`config.mk`:
```
export PLATFORM = sky130hd
export DESIGN_NAME = alu_multicycle_exec_flat
export DESIGN_NICKNAME = d
export VERILOG_FILES = /design/src/rtl/alu_multicycle_exec_pkg.sv /design/src/rtl/alu_multicycle_exec_if.sv /design/src/rtl/alu_serial_shifter.sv /design/src/rtl/alu_multicycle_exec.sv /design/src/flat_wrapper.sv
export SDC_FILE = /design/constraint.sdc
export NUM_CORES = 1
export LEC_CHECK = 0
export CORE_MARGIN = 3
export CORE_UTILIZATION = 50
export DETAILED_ROUTE_END_ITERATION = 16
export GPL_ROUTABILITY_DRIVEN = 0
export HOLD_SLACK_MARGIN = 0.08
export PLACE_DENSITY_LB_ADDON = 0.1
export RECOVER_POWER = 50
export SKIP_CTS_REPAIR_TIMING = 1
export SYNTH_ARGS = -nofsm -noshare
export SYNTH_HDL_FRONTEND = slang
export SYNTH_SLANG_ARGS = --single-unit
```
`constraint.sdc`:
```
create_clock -name clk -period 6.3 [get_ports clk]
set_input_delay 0.945 -clock clk [delete_from_list [all_inputs] [get_ports clk]]
set_output_delay 0.945 -clock clk [all_outputs]
set_load 0.1 [all_outputs]
```
`src/rtl/alu_multicycle_exec_pkg.sv`:
```
// Shared op codes, FSM states and shift-mode decode for the multicycle execute ALU.
package alu_multicycle_exec_pkg;

  localparam logic [3:0] ALU_NONE             = 4'd0;
  localparam logic [3:0] ALU_ADD              = 4'd1;
  localparam logic [3:0] ALU_SUB              = 4'd2;
  localparam logic [3:0] ALU_XOR              = 4'd3;
  localparam logic [3:0] ALU_OR               = 4'd4;
  localparam logic [3:0] ALU_AND              = 4'd5;
  localparam logic [3:0] ALU_LESS_THAN_SIGNED = 4'd6;
  localparam logic [3:0] ALU_LESS_THAN        = 4'd7;
  localparam logic [3:0] ALU_SHIFTL           = 4'd8;
  localparam logic [3:0] ALU_SHIFTR           = 4'd9;
  localparam logic [3:0] ALU_SHIFTR_ARITH     = 4'd10;

  typedef enum logic [1:0] {EXS_IDLE, EXS_SHIFT, EXS_DONE} exs_state_e;
  typedef enum logic [1:0] {SH_LEFT, SH_RIGHT, SH_ARITH} shift_mode_e;

  function automatic logic is_shift_op(input logic [3:0] op);
    return (op == ALU_SHIFTL) || (op == ALU_SHIFTR) || (op == ALU_SHIFTR_ARITH);
  endfunction

  function automatic shift_mode_e shift_mode(input logic [3:0] op);
    case (op)
      ALU_SHIFTL:       return SH_LEFT;
      ALU_SHIFTR_ARITH: return SH_ARITH;
      default:          return SH_RIGHT;
    endcase
  endfunction

endpackage

```
`src/rtl/alu_multicycle_exec_if.sv`:
```
// Operand/result handshake bundle between the decoder side and the execute ALU.
interface alu_multicycle_exec_if #(parameter int WIDTH = 32);
  logic             in_valid;
  logic             in_ready;
  logic [WIDTH-1:0] SrcA;
  logic [WIDTH-1:0] SrcB;
  logic [3:0]       ALUControl;
  logic             out_valid;
  logic             out_ready;
  logic [WIDTH-1:0] Result;
  logic             Zero;

  modport master (output in_valid, SrcA, SrcB, ALUControl, out_ready,
                  input  in_ready, out_valid, Result, Zero);
  modport slave  (input  in_valid, SrcA, SrcB, ALUControl, out_ready,
                  output in_ready, out_valid, Result, Zero);
endinterface

```
`src/rtl/alu_serial_shifter.sv`:
```
// One-bit-per-cycle shifter: shift register, down-counter and fill-bit select.
module alu_serial_shifter
  import alu_multicycle_exec_pkg::*;
#(
  parameter int WIDTH = 32,
  parameter int SHW   = $clog2(WIDTH)
) (
  input  logic             clk,
  input  logic             rst,
  input  logic             i_clr,
  input  logic             i_load,
  input  logic             i_step,
  input  shift_mode_e      i_mode,
  input  logic [WIDTH-1:0] i_data,
  input  logic [SHW-1:0]   i_shamt,
  output logic [WIDTH-1:0] o_q_nxt,
  output logic             o_last
);
  logic [WIDTH-1:0] r_q;
  logic [SHW-1:0]   r_cnt;
  shift_mode_e      r_mode;
  logic [WIDTH-1:0] w_q_nxt;

  // o_q_nxt is the register value after this step, so the parent can capture the final result on the same edge
  always_comb begin
    w_q_nxt = '0;
    case (r_mode)
      SH_LEFT:  w_q_nxt = {r_q[WIDTH-2:0], 1'b0};
      SH_ARITH: w_q_nxt = {r_q[WIDTH-1], r_q[WIDTH-1:1]};
      default:  w_q_nxt = {1'b0, r_q[WIDTH-1:1]};
    endcase
  end

  always_ff @(posedge clk or posedge rst) begin
    if (rst) begin
      r_q    <= '0;
      r_cnt  <= '0;
      r_mode <= SH_LEFT;
    end else if (i_clr) begin
      r_cnt  <= '0;
    end else if (i_load) begin
      r_q    <= i_data;
      r_cnt  <= i_shamt;
      r_mode <= i_mode;
    end else if (i_step && (r_cnt != '0)) begin
      r_q    <= w_q_nxt;
      r_cnt  <= r_cnt - 1'b1;
    end
  end

  assign o_q_nxt = w_q_nxt;
  assign o_last  = (r_cnt == SHW'(1));
endmodule

```
`src/rtl/alu_multicycle_exec.sv`:
```
// Execute-stage ALU: single-cycle logic/arith/compare, serial shifts, registered Result/Zero with valid/ready.
module alu_multicycle_exec
  import alu_multicycle_exec_pkg::*;
#(
  parameter int WIDTH = 32
) (
  input  logic                  clk,
  input  logic                  rst,
  input  logic                  flush,
  alu_multicycle_exec_if.slave  bus
);
  localparam int SHW = $clog2(WIDTH);

  exs_state_e       r_state;
  logic [WIDTH-1:0] r_result;
  logic             r_zero;
  logic             r_out_valid;

  logic             w_in_ready;
  logic             w_accept;
  logic             w_is_shift;
  logic             w_shamt_zero;
  logic [WIDTH-1:0] w_alu_res;
  logic [WIDTH-1:0] w_sh_nxt;
  logic             w_sh_last;

  assign w_in_ready   = !flush && ((r_state == EXS_IDLE) ||
                                   ((r_state == EXS_DONE) && bus.out_ready));
  assign w_accept     = bus.in_valid && w_in_ready;
  assign w_is_shift   = is_shift_op(bus.ALUControl);
  assign w_shamt_zero = (bus.SrcB[SHW-1:0] == '0);

  // Shifts with a zero amount complete through this path and return SrcA unchanged
  always_comb begin
    w_alu_res = '0;
    case (bus.ALUControl)
      ALU_ADD:              w_alu_res = bus.SrcA + bus.SrcB;
      ALU_SUB:              w_alu_res = bus.SrcA - bus.SrcB;
      ALU_XOR:              w_alu_res = bus.SrcA ^ bus.SrcB;
      ALU_OR:               w_alu_res = bus.SrcA | bus.SrcB;
      ALU_AND:              w_alu_res = bus.SrcA & bus.SrcB;
      ALU_LESS_THAN_SIGNED: w_alu_res = {{(WIDTH-1){1'b0}}, ($signed(bus.SrcA) < $signed(bus.SrcB))};
      ALU_LESS_THAN:        w_alu_res = {{(WIDTH-1){1'b0}}, (bus.SrcA < bus.SrcB)};
      ALU_SHIFTL, ALU_SHIFTR, ALU_SHIFTR_ARITH: w_alu_res = bus.SrcA;
      default:              w_alu_res = '0;
    endcase
  end

  alu_serial_shifter #(.WIDTH(WIDTH), .SHW(SHW)) u_shifter (
    .clk     (clk),
    .rst     (rst),
    .i_clr   (flush),
    .i_load  (w_accept && w_is_shift),
    .i_step  (r_state == EXS_SHIFT),
    .i_mode  (shift_mode(bus.ALUControl)),
    .i_data  (bus.SrcA),
    .i_shamt (bus.SrcB[SHW-1:0]),
    .o_q_nxt (w_sh_nxt),
    .o_last  (w_sh_last)
  );

  always_ff @(posedge clk or posedge rst) begin
    if (rst) begin
      r_state     <= EXS_IDLE;
      r_result    <= '0;
      r_zero      <= 1'b0;
      r_out_valid <= 1'b0;
    end else if (flush) begin
      r_state     <= EXS_IDLE;
      r_out_valid <= 1'b0;
    end else begin
      case (r_state)
        EXS_SHIFT: begin
          if (w_sh_last) begin
            r_result    <= w_sh_nxt;
            r_zero      <= (w_sh_nxt == '0);
            r_out_valid <= 1'b1;
            r_state     <= EXS_DONE;
          end
        end
        default: begin
          if (w_accept) begin
            if (w_is_shift && !w_shamt_zero) begin
              r_out_valid <= 1'b0;
              r_state     <= EXS_SHIFT;
            end else begin
              r_result    <= w_alu_res;
              r_zero      <= (w_alu_res == '0);
              r_out_valid <= 1'b1;
              r_state     <= EXS_DONE;
            end
          end else if ((r_state == EXS_DONE) && bus.out_ready) begin
            r_out_valid <= 1'b0;
            r_state     <= EXS_IDLE;
          end
        end
      endcase
    end
  end

  assign bus.in_ready  = w_in_ready;
  assign bus.out_valid = r_out_valid;
  assign bus.Result    = r_result;
  assign bus.Zero      = r_zero;
endmodule

```
`src/flat_wrapper.sv`:
```
// flat-port wrapper written by rule: the top's interface ports become plain ports
module alu_multicycle_exec_flat import alu_multicycle_exec_pkg::*;
#(
  parameter int WIDTH = 32
)
  (clk, rst, flush, bus_in_valid, bus_SrcA, bus_SrcB, bus_ALUControl, bus_out_ready, bus_in_ready, bus_out_valid, bus_Result, bus_Zero);
  alu_multicycle_exec_if #(.WIDTH(WIDTH)) bus_i ();
  input  logic clk;
  input  logic rst;
  input  logic flush;
  input wire logic [$bits(bus_i.in_valid)-1:0] bus_in_valid;
  input wire logic [$bits(bus_i.SrcA)-1:0] bus_SrcA;
  input wire logic [$bits(bus_i.SrcB)-1:0] bus_SrcB;
  input wire logic [$bits(bus_i.ALUControl)-1:0] bus_ALUControl;
  input wire logic [$bits(bus_i.out_ready)-1:0] bus_out_ready;
  output wire logic [$bits(bus_i.in_ready)-1:0] bus_in_ready;
  output wire logic [$bits(bus_i.out_valid)-1:0] bus_out_valid;
  output wire logic [$bits(bus_i.Result)-1:0] bus_Result;
  output wire logic [$bits(bus_i.Zero)-1:0] bus_Zero;
  assign bus_i.in_valid = bus_in_valid;
  assign bus_i.SrcA = bus_SrcA;
  assign bus_i.SrcB = bus_SrcB;
  assign bus_i.ALUControl = bus_ALUControl;
  assign bus_i.out_ready = bus_out_ready;
  assign bus_in_ready = bus_i.in_ready;
  assign bus_out_valid = bus_i.out_valid;
  assign bus_Result = bus_i.Result;
  assign bus_Zero = bus_i.Zero;
  alu_multicycle_exec #(.WIDTH(WIDTH)) u_core (.clk(clk), .rst(rst), .flush(flush), .bus(bus_i));
endmodule
```
=== Yosys cells after proc, flatten, opt, wreduce, memory -nomap -nowiden ===
Cells that the tools add are included.

* Equality and inequality tests: 17
* $add $sub $neg: 3
* Order comparisons: 2
* Bitwise gates (word level): 4
* Reductions and logical operators: 26
* Mux-type cells: 28

{| class="wikitable"
|+ Operators by type and width
! cell !! number
|-
| 32-bit one-hot mux with 8 select lines || 1
|-
| 32-bit two-way mux || 6
|-
| 32-bit logical NOT || 2
|-
| 32-bit less-than comparator || 2
|-
| 32-bit one-hot mux with 2 select lines || 1
|-
| 32-bit adder || 1
|-
| 32-bit AND || 1
|-
| 32-bit bitwise OR || 1
|-
| 32-bit subtractor || 1
|-
| 32-bit XOR || 1
|-
| 4-bit by 3-bit == test with 1-bit output (second input constant) || 4
|-
| 5-bit two-way mux || 3
|-
| 4-bit == test (second input constant) || 3
|-
| 2-bit two-way mux || 6
|-
| 1-bit two-way mux || 10
|-
| 4-bit by 2-bit == test with 1-bit output (second input constant) || 2
|-
| 1-bit logical AND || 6
|-
| 2-bit AND reduction || 3
|-
| 5-bit by 1-bit == test with 1-bit output (second input constant) || 1
|-
| 5-bit logical NOT || 1
|-
| 5-bit nonzero test || 1
|-
| 5-bit by 1-bit subtractor with 5-bit output (second input constant) || 1
|-
| 2-bit == test (second input constant) || 2
|-
| 4-bit by 1-bit == test with 1-bit output (second input constant) || 1
|-
| other kinds (14) || 19
|}

* Output and inout bits: 35
* Word-level logic and storage cells: 87
* Register bits after elaboration: 75
* Bits of input ports: 73

=== Depth between registers and ports, before layout ===
Gate-level depths: netlist of run 1.

* Word-level depth: 8
* Mapped depth: 14
* Depth with buffers taken out: 14

=== Cells and area by module ===
Synthesis of run 1 repeated with hierarchy kept, for this count alone.

* Cells, all modules: 1331
* Area total of the unflattened synthesis: 10536.4 um^2

{| class="wikitable"
|+ By module, submodules not included
! module !! area an instance (um^2) !! instances !! seq. area each (um^2) !! cells each
|-
| alu_multicycle_exec || 7731.2 || 1 || 875.8 || 1100
|-
| alu_serial_shifter || 2805.2 || 1 || 975.9 || 231
|}

=== Worst setup path before layout of run 1 ===
No wires, ideal clock.

* Kind: input port to output port
* From: input flush
* To: output bus_in_ready
* Data required time: 5355 ps
* Arrival time: 3390 ps
* Cell stages on the path: 2
* Path slack: 1965 ps
* Buffers on the path: 1
* Cell sequence: clkbuf_1 > a211oi_1

* Cells in the longest elaborated chain, start to end: 2

{| class="wikitable"
|+ RTL lines
! what !! line !! source
|-
| start: declaration || flat_wrapper.sv:10 || <nowiki>input logic flush;</nowiki>
|-
| 1-bit logical NOT || alu_multicycle_exec.sv:27 || <nowiki>assign w_in_ready = !flush && ((r_state == EXS_IDLE) ||</nowiki>
|-
| 1-bit logical AND || alu_multicycle_exec.sv:27 ||
|-
| end: declaration || flat_wrapper.sv:16 || <nowiki>output wire logic [$bits(bus_i.in_ready)-1:0] bus_in_ready;</nowiki>
|}

Every way passes these cells.

==> flow_summary.ini, run 1 <==
[sta]
finalSetupViolations = 0
drv_slew = 75
fmax_mhz = 202
min_period_ns = 4.94
relSlewSlack_pct = -172
tightest_slew_ns = 4.08
setup_tns_ns = 0
setup_slack_ns = 1.36
fin_crit_sh_pct = 78.4
rsz0062_at_grt = no
hold_viol = 0
skew_ns = 0.00513

[yosys]
syn_nets = 1571
synth_top_area_share_pct = 18.4
synth-main-ff-cell = dfrtp_1
yosys.area.top_type = dfrtp_1
synth_cell_types = 93
synth_seq_area_share_pct = 18.4
syn_avg_cell_area_um2 = 7.31
yosys_warnings = 0
yosys-top-cells-area = dfrtp_1 (18%), ha_1 (14%), a21oi_1 (6.5%)
synth_edf_count = 0
async_flop_share_pct = 100
syn_area_um2 = 10100
synth_seq_cells = 74
syn_inst = 1380

[clock_tree]
htree_levels = 3
cts.reportedPaths.clkPinSlew_ns = 0.06
cts_tree = done
clk_latency_ns = 0.34
clk_root_buffer_cell = clkbuf_16
numCtsBuffers = 9
clock-sinks = 74
ctsLongestPathBuffers = 2

[die]
chipWidth_um = 148
die_area_um2 = 21900
io_pins = 108
num_rows = 51
initial_core_util_pct = 51.3
core-area_um2 = 19700
die_y_um = 148

[finish]
seq_area_um2 = 1850
area_growth_pct = 14.8
fillCellCount = 1901
multi_input_area_um2 = 7500
layout-drive-gt1-share_pct = 5.66
nets = 1617
fin_area_um2 = 11600
antennaDiodeCount = 0

[drt]
first_pass_iters = 6
drc = 0
vias = 10900
viasPerCell = 6.42
first_iter_violations = 1206
wl_per_cell_um = 21.1
drt_wl_total_um = 35800
ant_nets = 0

[placed_design]
placed_cell_area_um2 = 11200
io_buffers = 107
pre_cts_ws_ns = 1.12
dpl.hpwl_um = 27200

[critical_path]
cp-endpoint = u_core.bus.Result[14]
end_kind = async pin
slowest_stage = clkbuf_1
path_cells = dlygate4sd3_1 > clkinv_1 > clkbuf_1
crit_cells = 3
r2r_end = u_core.bus.Zero
r2r-start = u_core.u_shifter.r_mode[0]
rr_worst_depth = 7
timing.critical_path.buf_inv = 3
cpLargestDelayFamily = buffers and inverters
cp.arrival_ns = 4.43
critPathMaxStageDelay_ns = 2.85
cp.required_ns = 5.79
crit_type = primary input to async pin
crit_path_start_kind = primary input
r2r_slack_ns = 3.12
startpoint = rst
cp_max_fo = 74

[min_path]
min_path_type = register to register
hp-start = u_core.bus.Result[6]
holdPathStages = 2

[power]
power.density_nw_per_um2 = 233
swShare_pct = 48.5
leakage_nw = 5.00
intPower_w = 0.00139
pwr-share-seq_pct = 23.4
power.switching_w = 0.00131
irDropWorstVdd_mv = 0.153
clkPwrFrac_pct = 21.6
comb_power_share_pct = 55.0

[outcome]
violations = max-capacitance violations, max-slew violations
status = finished with violations

[global_routing]
grt_usage_pct = 32.1
grt_max_degree = 75
grt.overflow.total = 0
grt_pass1_wl_um = 56000
antenna_found_initial = 1
grt_pass1_vias = 10000

[flow_run]
maxCapViolations = 1
-- worst min-delay path by stage --
stage / endpoint / slack, ns
after global placement: u_core.bus.Result[9] / 0.47
after detailed placement: u_core.bus.Result[25] / 0.47
after global routing: u_core.bus.Result[25] / 0.50
after CTS: u_core.bus.Result[25] / 0.49
final: u_core.bus.Result[6] / 0.47
after floorplan: u_core.u_shifter.r_q[1] / 0.46
-- cell families after synthesis --
logic type	synth area share, %
compound gates	31.0
xor+xnor	0.608
fa+ha+maj	14.8
buf+inv	7.61
flops	18.4
mux	4.80
simple gates	22.8
-- worst register-to-register path: cells and delay by family (launching register included) --
kind / cells / cell delay [ns]
AO/OA/AOI/OAI: 2 / 0.23
flip-flops: 1 / 0.44
multiplexers: 1 / 0.50
AND/OR/NAND/NOR: 4 / 1.94
-- per-stage QoR --
step | total power [W] | hold slack [ns] | std cells | util (%)
2_1_floorplan | 0.00169 | 0.465 | 1380 | -
6_report | 0.00270 | 0.474 | 1696 | 58.9
4_1_cts | 0.00270 | 0.486 | 1696 | 58.9
3_3_place_gp | 0.00211 | 0.468 | 1680 | 57.2
5_1_grt | 0.00283 | 0.500 | 1696 | 58.9
3_5_place_dp | 0.00211 | 0.473 | 1680 | 57.2
-- sequential cells by signal, summed over array words and instances, names as in the netlist --
| signal | flops |
|---|---|
| u_core.u_shifter.r_q | 32 |
| u_core.bus.Result | 32 |
| u_core.bus.Zero | 1 |
| u_core.u_shifter.r_mode | 2 |
| u_core.r_state | 2 |
| u_core.u_shifter.r_cnt | 5 |
-- cell usage in the layout, fill, tap and decap left out, drive strengths merged, types with 14 or more instances in the layout --
cell type / Yosys / layout
dfrtp: 74 / 74
nand2b: 15 / 15
inv: 101 / 100
nand3: 23 / 23
a22oi: 14 / 14
mux2i: 36 / 36
dlygate4sd3: 0 / 18
a221oi: 14 / 14
clkdlybuf4s50: 0 / 89
nor4: 21 / 21
ha: 116 / 116
a21oi: 132 / 132
o21ai: 115 / 115
nor2: 159 / 159
nor3: 32 / 32
nor2b: 16 / 16
nand2: 144 / 144
a211oi: 24 / 24
o31ai: 19 / 19
-- synthesized netlist by cell type, types with 8 or more instances --
cell      number
a211oi_1      19
a21o_1        13
a21oi_1      130
a221oi_1      13
a22oi_1       14
a31oi_1       13
and2_1        10
buf_1          8
buf_2         22
buf_4          8
clkbuf_1      47
dfrtp_1       74
ha_1         116
inv_1        100
mux2_2        11
mux2i_1       36
nand2_1      144
nand2b_1      15
nand3_1       23
nand4_1       10
nor2_1       159
nor2b_1       16
nor3_1        32
nor4_1        17
o211ai_1       8
o21ai_0      106
o21ai_1        9
o21bai_1       9
o221ai_1      13
o22ai_1        9
o31ai_1       18
-- per-layer routing --
metal / vias up / wire length, um / global-route usage, %
met5: - / 0 / 0
met4: 0 / 2200 / 15.8
met3: 135 / 3300 / 5.55
met2: 643 / 15600 / 49.1
met1: 5006 / 14700 / 43.7
li1: 5102 / - / -
-- power by group through the flow --
stage	clock [W]	sequential [W]	combinational [W]
after detailed placement	0	0.000642	0.00147
after global placement	0	0.000640	0.00147
after floorplan	0	0.00104	0.000651
final	0.000584	0.000633	0.00148
after global routing	0.000610	0.000644	0.00158
after CTS	0.000590	0.000634	0.00148
-- cell type report --
| type | count | share of cell area, % |
|---|---|---|
| clock inverter | 5 | 0.887 |
| tap | 265 | 2.87 |
| inverter | 101 | 3.28 |
| clock buffer | 11 | 2.01 |
| multi-input combinational | 1119 | 64.8 |
| sequential | 74 | 16.0 |
| timing repair buffer | 121 | 10.1 |
Power figures use the tool's default switching activity.
==> run 2: changes to the inputs <==
clock period = 4.2 ns   (was 6.3 ns; I/O delays follow)
==> run 2 against run 1 <==
  * The flow still finishes with violations (max-capacitance violations, max-slew violations)
  * Highest routed layer unchanged
  * Global-route usage increased by 0.90 points
  * Setup slack got worse by 1.2 ns
  * Critical path depth increased by 13
  * Cell count increased by 9.7%
  * Critical path type is now primary input to register
==> flow_summary.ini, run 2 (same netlist as run 1, synthesis figures left out) <==
[placed_design]
io_buffers = 107
dpl.hpwl_um = 29800
placed_cell_area_um2 = 12500

[finish]
final_common_cell = buf_4
fin_area_um2 = 12900
nets = 1781
area_growth_pct = 27.6
layout_common_cells = buf_4 (171), nor2_1 (158), nand2_1 (144)
fillCellCount = 1831
layout-drive-gt1-share_pct = 16.0
antennaDiodeCount = 0

[clock_tree]
cts_tree = done
clk_root_buffer_cell = clkbuf_16
clock-sinks = 74
clk_latency_ns = 0.33
numCtsBuffers = 9
cts.reportedPaths.clkPinSlew_ns = 0.06
htree_levels = 3
ctsLongestPathBuffers = 2

[sta]
min_period_ns = 4.08
relSlewSlack_pct = -22.4
fin_crit_sh_pct = 97.2
skew_ns = 0.00704
tightest_slew_ns = 1.84
hold_viol = 0
drv_slew = 75
finalSetupViolations = 0
fmax_mhz = 245
rsz0062_at_grt = no

[die]
io_pins = 108
num_rows = 51
chipWidth_um = 148
core-area_um2 = 19700
initial_core_util_pct = 51.3
die_area_um2 = 21900
die_y_um = 148

[power]
total_power_w = 0.00411
power.density_nw_per_um2 = 319
irDropWorstVdd_mv = 0.205
leakage_nw = 5.80

[outcome]
violations = max-capacitance violations, max-slew violations
status = finished with violations

[drt]
vias = 11600
drt_wl_total_um = 37500
viasPerCell = 6.24
first_iter_violations = 980
first_pass_iters = 5
wl_per_cell_um = 20.1
ant_nets = 0
drc = 0

[min_path]
min_path_type = register to register

[global_routing]
grt_usage_pct = 33.0
grt_max_degree = 75
grt_pass1_wl_um = 57600
grt_pass1_vias = 10600
grt.overflow.total = 0
antenna_found_initial = 0

[critical_path]
crit_type = primary input to register
cp.required_ns = 4.45
end_kind = register
crit_path_start_kind = primary input
cp_max_fo = 5
cp.arrival_ns = 4.33
r2r_slack_ns = 1.26

[flow_run]
maxCapViolations = 1
-- run 2: where the power goes --
group          internal (W)  switching (W)  total [W]
Sequential         0.000850      0.0000986   0.000948
Combinational      0.000821        0.00162    0.00244
Clock              0.000418       0.000299   0.000717
-- run 2: stage by stage --
step / utilization [%] / cells / hold WS (ns) / setup TNS [ns] / setup WS, ns
floorplan: - / 1380 / 0.465 / 0 / 0.459
global placement: 63.8 / 1843 / 0.454 / -0.370 / -0.166
detailed placement: 63.8 / 1843 / 0.464 / -0.353 / -0.168
CTS: 65.2 / 1859 / 0.481 / 0 / 0.154
global route: 65.4 / 1860 / 0.500 / 0 / 0.0273
finish: 65.4 / 1860 / 0.471 / 0 / 0.118
-- run 2: final timing paths --
check / start / to / cells past startpoint
worst max register to register: u_core.u_shifter.r_mode[0] / u_core.bus.Zero / 9
max in group asynchronous: rst / u_core.bus.Result[16] / 3
worst min register to register: u_core.bus.Result[0] / u_core.bus.Result[0] / 2
worst max-delay path: bus_SrcA[12] / u_core.bus.Zero / 16
worst min-delay path: u_core.bus.Result[0] / u_core.bus.Result[0] / 2
min in group asynchronous: rst / u_core.r_state[1] / 3
-- run 2: cell type report --
| cell class | instances | area [um2] | area share [%] |
|---|---|---|---|
| Clock buffer | 11 | 243 | 1.89 |
| Clock inverter | 5 | 40.0 | 0.311 |
| Inverter | 101 | 379 | 2.95 |
| Multi-Input combinational cell | 1119 | 7540 | 58.6 |
| Sequential cell | 74 | 1850 | 14.4 |
| Tap cell | 265 | 332 | 2.58 |
| Timing Repair Buffer | 285 | 2470 | 19.2 |
-- run 2: critical path, cell delays in order --
cell and delay (ns):
clkdlybuf4s50_1 0.56, inv_1 0.09, ha_1 0.35, buf_4 0.17, nor4_2 0.27, nand3_1 0.18, a211oi_2 0.32, a221oi_2 0.06
buf_4 0.18, o21ai_2 0.22, o22ai_1 0.21, mux2_2 0.26, o211ai_1 0.18, nor4_2 0.33, nand4_1 0.15, o21ai_1 0.16
-- run 2: routing by layer --
metal,vias to the layer above,routed length [um],track usage (%)
met2,651,16400,51.5
met1,5394,15000,43.4
met4,0,2500,18.6
li1,5435,-,-
met5,-,0,0
met3,122,3530,5.33
==> run 3: changes to the inputs <==
TNS_END_PERCENT = 100   (was default)
==> results of run 3 <==
The final DEF is identical to that of run 2; final timing and power are the same.
